[config.mk]
export PLATFORM = sky130hd
export DESIGN_NAME = top_mac_pipe_dsp
export DESIGN_NICKNAME = d
export VERILOG_FILES = /design/src/rtl/top_mac_pkg.sv /design/src/rtl/top_mac_delay_line.sv /design/src/rtl/top_mac_pipe_dsp.sv
export SDC_FILE = /design/constraint.sdc
export NUM_CORES = 1
export LEC_CHECK = 0
export BUFFER_PORTS_ARGS = -buffer_cell sky130_fd_sc_hd__buf_2
export CAP_MARGIN = 20
export CORE_UTILIZATION = 38
export DETAILED_ROUTE_END_ITERATION = 8
export SLEW_MARGIN = 20
export SYNTH_ARGS = -nofsm -noshare
export SYNTH_HDL_FRONTEND = slang
export SYNTH_SLANG_ARGS = --single-unit
[constraint.sdc]
create_clock -name clk -period 7.05 [get_ports clk]
set_clock_uncertainty 0.1 [all_clocks]
set_input_delay 1.41 -clock clk [delete_from_list [all_inputs] [get_ports clk]]
set_output_delay 1.41 -clock clk [all_outputs]
set_load 0.01 [all_outputs]
[src/rtl/top_mac_pkg.sv]
// Shared types and helpers for the pipelined multiply-accumulate unit.
package top_mac_pkg;

  localparam int MIN_STAGES = 4;

  function automatic int prod_w(input int a_w, input int b_w);
    return a_w + b_w + 1;
  endfunction

  typedef struct packed {
    logic valid;
    logic acc_en;
    logic last;
  } mac_ctrl_t;

endpackage

[src/rtl/top_mac_delay_line.sv]
// WIDTH x DEPTH shift register with clock enable and synchronous reset.
// DEPTH=0 degenerates to a wire.
module top_mac_delay_line #(
  parameter int WIDTH = 1,
  parameter int DEPTH = 0
) (
  input  logic             clk,
  input  logic             reset,
  input  logic             ce,
  input  logic [WIDTH-1:0] d,
  output logic [WIDTH-1:0] q
);

  generate
    if (DEPTH == 0) begin : g_pass
      logic unused_ctl;
      assign unused_ctl = ^{clk, reset, ce};
      assign q = d;
    end else begin : g_regs
      logic [WIDTH-1:0] pipe [DEPTH];
      always_ff @(posedge clk) begin
        if (reset) begin
          for (int i = 0; i < DEPTH; i++) pipe[i] <= '0;
        end else if (ce) begin
          pipe[0] <= d;
          for (int i = 1; i < DEPTH; i++) pipe[i] <= pipe[i-1];
        end
      end
      assign q = pipe[DEPTH-1];
    end
  endgenerate

endmodule

[src/rtl/top_mac_pipe_dsp.sv]
// Pipelined, packet-framed multiply-accumulate unit.
// Build option: TOP_MAC_SAT_EN makes the accumulator saturate instead of wrap.
module top_mac_pipe_dsp
  import top_mac_pkg::*;
#(
  parameter int A_W      = 16,
  parameter int B_W      = 8,
  parameter int B_SIGNED = 0,
  parameter int ACC_W    = 32,
  parameter int STAGES   = 4
) (
  input  logic             clk,
  input  logic             reset,
  input  logic             ce,
  input  logic             in_valid,
  input  logic [A_W-1:0]   din0,
  input  logic [B_W-1:0]   din1,
  input  logic             acc_en,
  input  logic             last,
  output logic             out_valid,
  output logic [ACC_W-1:0] dout,
  output logic             ovf
);

  localparam int PW = prod_w(A_W, B_W);
  localparam int CW = $bits(mac_ctrl_t);

  generate
    if (STAGES < MIN_STAGES) begin : g_bad_stages
      $fatal(1, "top_mac_pipe_dsp: STAGES must be at least %0d", MIN_STAGES);
    end
    if (ACC_W < PW) begin : g_bad_acc_w
      $fatal(1, "top_mac_pipe_dsp: ACC_W must be at least A_W+B_W+1");
    end
  endgenerate

  // S1: operand and control capture
  logic signed [A_W-1:0] a_r;
  logic [B_W-1:0]        b_r;
  mac_ctrl_t             ctrl1;

  always_ff @(posedge clk) begin
    if (reset) begin
      a_r   <= '0;
      b_r   <= '0;
      ctrl1 <= '0;
    end else if (ce) begin
      a_r          <= din0;
      b_r          <= din1;
      ctrl1.valid  <= in_valid;
      ctrl1.acc_en <= acc_en;
      ctrl1.last   <= last;
    end
  end

  // S2: product, widened by one bit on B so unsigned operands stay positive
  logic signed [B_W:0]      b_x;
  logic signed [PW-1:0]     prod_c;
  logic signed [ACC_W-1:0]  prod2;
  mac_ctrl_t                ctrl2;

  assign b_x    = (B_SIGNED != 0) ? $signed({b_r[B_W-1], b_r}) : $signed({1'b0, b_r});
  assign prod_c = PW'(a_r) * PW'(b_x);

  always_ff @(posedge clk) begin
    if (reset) begin
      prod2 <= '0;
      ctrl2 <= '0;
    end else if (ce) begin
      prod2 <= ACC_W'(prod_c);
      ctrl2 <= ctrl1;
    end
  end

  logic [ACC_W+CW-1:0]     dl_q;
  logic signed [ACC_W-1:0] prod_d;
  mac_ctrl_t               ctrl_d;

  top_mac_delay_line #(
    .WIDTH (ACC_W + CW),
    .DEPTH (STAGES - MIN_STAGES)
  ) u_delay (
    .clk   (clk),
    .reset (reset),
    .ce    (ce),
    .d     ({prod2, ctrl2}),
    .q     (dl_q)
  );

  assign {prod_d, ctrl_d} = dl_q;

  // S(STAGES-1): accumulator with sticky signed-overflow flag
  logic signed [ACC_W-1:0] acc;
  logic signed [ACC_W-1:0] sum;
  logic signed [ACC_W-1:0] acc_add;
  logic                    add_ovf;
  logic                    acc_ovf;
  logic                    acc_done;

  assign sum     = acc + prod_d;
  assign add_ovf = (acc[ACC_W-1] == prod_d[ACC_W-1]) && (sum[ACC_W-1] != acc[ACC_W-1]);

`ifdef TOP_MAC_SAT_EN
  // both addends share a sign on overflow, so acc's sign gives the direction
  assign acc_add = add_ovf ? (acc[ACC_W-1] ? {1'b1, {(ACC_W-1){1'b0}}}
                                           : {1'b0, {(ACC_W-1){1'b1}}})
                           : sum;
`else
  assign acc_add = sum;
`endif

  always_ff @(posedge clk) begin
    if (reset) begin
      acc      <= '0;
      acc_ovf  <= 1'b0;
      acc_done <= 1'b0;
    end else if (ce) begin
      acc_done <= ctrl_d.valid & ctrl_d.last;
      if (ctrl_d.valid) begin
        if (ctrl_d.acc_en) begin
          acc     <= acc_add;
          acc_ovf <= acc_ovf | add_ovf;
        end else begin
          acc     <= prod_d;
          acc_ovf <= 1'b0;
        end
      end
    end
  end

  // S(STAGES): output registers, dout/ovf only move with a completed sum
  always_ff @(posedge clk) begin
    if (reset) begin
      out_valid <= 1'b0;
      dout      <= '0;
      ovf       <= 1'b0;
    end else if (ce) begin
      out_valid <= acc_done;
      if (acc_done) begin
        dout <= acc;
        ovf  <= acc_ovf;
      end
    end
  end

endmodule
==> results.toml <==
[status]
status = "complete, no violations"

[clock_network]
cts_max_level = 4
cts-buffers-inserted = 17
cts.path.max_buffers = 2
clkLatencyLatePin_ps = 420
clk_pin_slew_worst_paths_ps = 60
cts_hold_buf = 0
cts_tree = "built"
post-cts-setup-buffer-count = 0
post_cts_resized = 0
cts.sinks = 123
cts_root_buf = "clkbuf_16"

[worst_setup_path]
crit_fanout = 17
cp-end-kind = "register"
r2r_slack_ps = 1430
reg2reg_depth = 16
crit_path_start_kind = "register"
worstPathRequired_ps = 7260
arrival_ps = 5830
timing.rr.end = "prod2[24]"
r2r_start = "b_r[5]"
criticalPathCategory = "reg -> reg"

[synth]
netlist_instances = 1262
synth_most_common_cell = "nand2_1"
ys_seq_elements = 123
seq_area_frac_synth = 0.227
synth_ff_type = "dfxtp_1"
async_flop_share = 0
netlist_area_um2 = 10800
synth_edf_count = 0
synth_top_cell_by_area = "dfxtp_1"
syn_area_per_cell_um2 = 8.59
synth_area_leaders = "dfxtp_1, fa_1, ha_1"
synth_warnings = 0
synth_top_area_frac = 0.227
syn_nets = 1476
synth_common_cells = "nand2_1, inv_1, dfxtp_1"
synth_cell_types = 69

[place]
portBuffers = 63
dpl.hpwl_mm = 17.9
gp_congestion = 0.855

[min_path]
min_from = "dout[11]"
min_to = "dout[11]"
min_path_type = "reg -> reg"
worst_hold_path.num_cells = 2

[cells_and_area]
drive_gt1_frac = 0.104
n_antenna_cell = 0
final_core_utilization = 0.431
syn2layout_area_growth_pct = 11.1
layout.nets = 1502

[global_routing]
antenna_found_initial = 0
grt_pass1_wl_mm = 41.5
grt_overflow = 0
grt_max_degree = 68
grtUsageTotal = 0.179
grt_pass1_vias = 8653

[floorplanning]
rows = 61
fp.dieH_um = 171
core_region_area_um2 = 27900
initial_utilization = 0.388
die_w_um = 171
io_pins = 64
die_area_um2 = 29200

[sta]
worstMarginPinSlew_ps = 778
fin_crit_ps = 5620
fmax_ghz = 0.178
setup_viol = 0
final_hold_viol_count = 0
slew_headroom = 0.482
finalCritPeriodShare = 0.798
setup_tns_ps = 0
rsz0062_at_grt = "no"
maxSlewViolCount = 0

[power]
ir_drop_uv = 127
p_leak_nw = 5.74
powerDensity_nw_per_um2 = 165

[detailed_routing]
ant_nets = 0
totalWireLength_mm = 23.8
drtIter0Drc = 308
via_count = 8452
vias_per_cell = 5.04
drc = 0
first_pass_iters = 5
wl_per_cell_um = 14.2

[flow_run]
maxCapViolations = 0
==> worst max path at each step <==
stage,start,to,slack [ps],cells past startpoint
final,b_r[5],prod2[24],1430,16
after global routing,b_r[2],prod2[24],1120,17
after CTS,b_r[4],prod2[24],1420,16
after detailed placement,b_r[4],prod2[24],1490,16
after global placement,b_r[2],prod2[24],1600,17
after floorplan,b_r[2],prod2[24],1710,19
==> registers in the layout (all words and copies together), names as in the netlist <==
| signal | cells |
|---|---|
| a_r | 16 |
| b_r | 8 |
| dout | 32 |
| acc_done | 1 |
| acc_ovf | 1 |
| out_valid | 1 |
| ctrl2 | 3 |
| ovf | 1 |
| prod2 | 25 |
| acc | 32 |
| ctrl1 | 3 |
==> metrics by stage <==
stage	hold WS [ps]	worst slack [ps]	area, um2	std cells	power, W
final	349	1430	12000	1678	0.00199
after global routing	371	1120	12000	1678	0.00209
after CTS	353	1420	12000	1678	0.00201
after detailed placement	345	1490	11400	1647	0.00108
after global placement	341	1600	11400	1647	0.00108
after floorplan	332	1710	10800	1262	0.00100
==> metal layers <==
metal	global-route usage	part of all wire	vias up
met1	0.217	0.46	4113
li1	-	-	4178
met2	0.318	0.49	119
met3	0.0254	0.021	42
met5	0	0	-
met4	0.0707	0.029	0
==> logic make-up (layout without fill, tap and decap cells) <==
logic type,count (synthesis),in the layout,share of synthesized area
xor+xnor,45,45,0.0364
simple gates,400,400,0.172
compound gates,228,228,0.147
fa+ha+maj,184,184,0.284
mux,61,61,0.0569
buf+inv,221,259,0.0775
flops,123,123,0.227
==> worst max-delay path: stages, from the launching register on <==
cell and delay [ps]:
dfxtp_1 700, and2_1 250, fa_1 410, fa_1 490, fa_1 550, inv_1 60
fa_1 530, inv_1 40, ha_1 320, o21a_1 210, o21ai_0 350, o21ai_2 150
a2111oi_4 400, nor4b_2 140, o41ai_2 270, mux2_1 370, a31o_1 180
==> layout make-up <==
type                            instances  area [um2]
Clock buffer                           18         439
Clock inverter                         13         169
Fill cell                            2855       15900
Inverter                              160         601
Multi-Input combinational cell        918        7540
Sequential cell                       123        2460
Tap cell                              378         473
Timing Repair Buffer                   68         355
==> power by group <==
group          switching [W]  internal (W)  total [W]
combinational       0.000177      0.000127   0.000304
clock               0.000353      0.000567   0.000920
sequential         0.0000423      0.000719   0.000761
==> layout by cell type, fill, tap and decap left out, types with 5 or more instances in the layout <==
cell type and count:
a211oi_1 20, a21o_1 18, a21oi_1 90, a21oi_2 6, a31oi_1 8, and2_1 76
buf_2 62, buf_4 6, clkbuf_16 17, dfxtp_1 123, fa_1 103, ha_1 81
inv_1 159, mux2i_1 59, nand2_1 162, nand2b_1 5, nand3_1 15, nand4_1 5
nor2_1 101, nor3_1 13, o21a_1 8, o21ai_0 29, xnor2_1 31, xor2_1 14
Note: power is estimated with default switching activity, not from simulation.
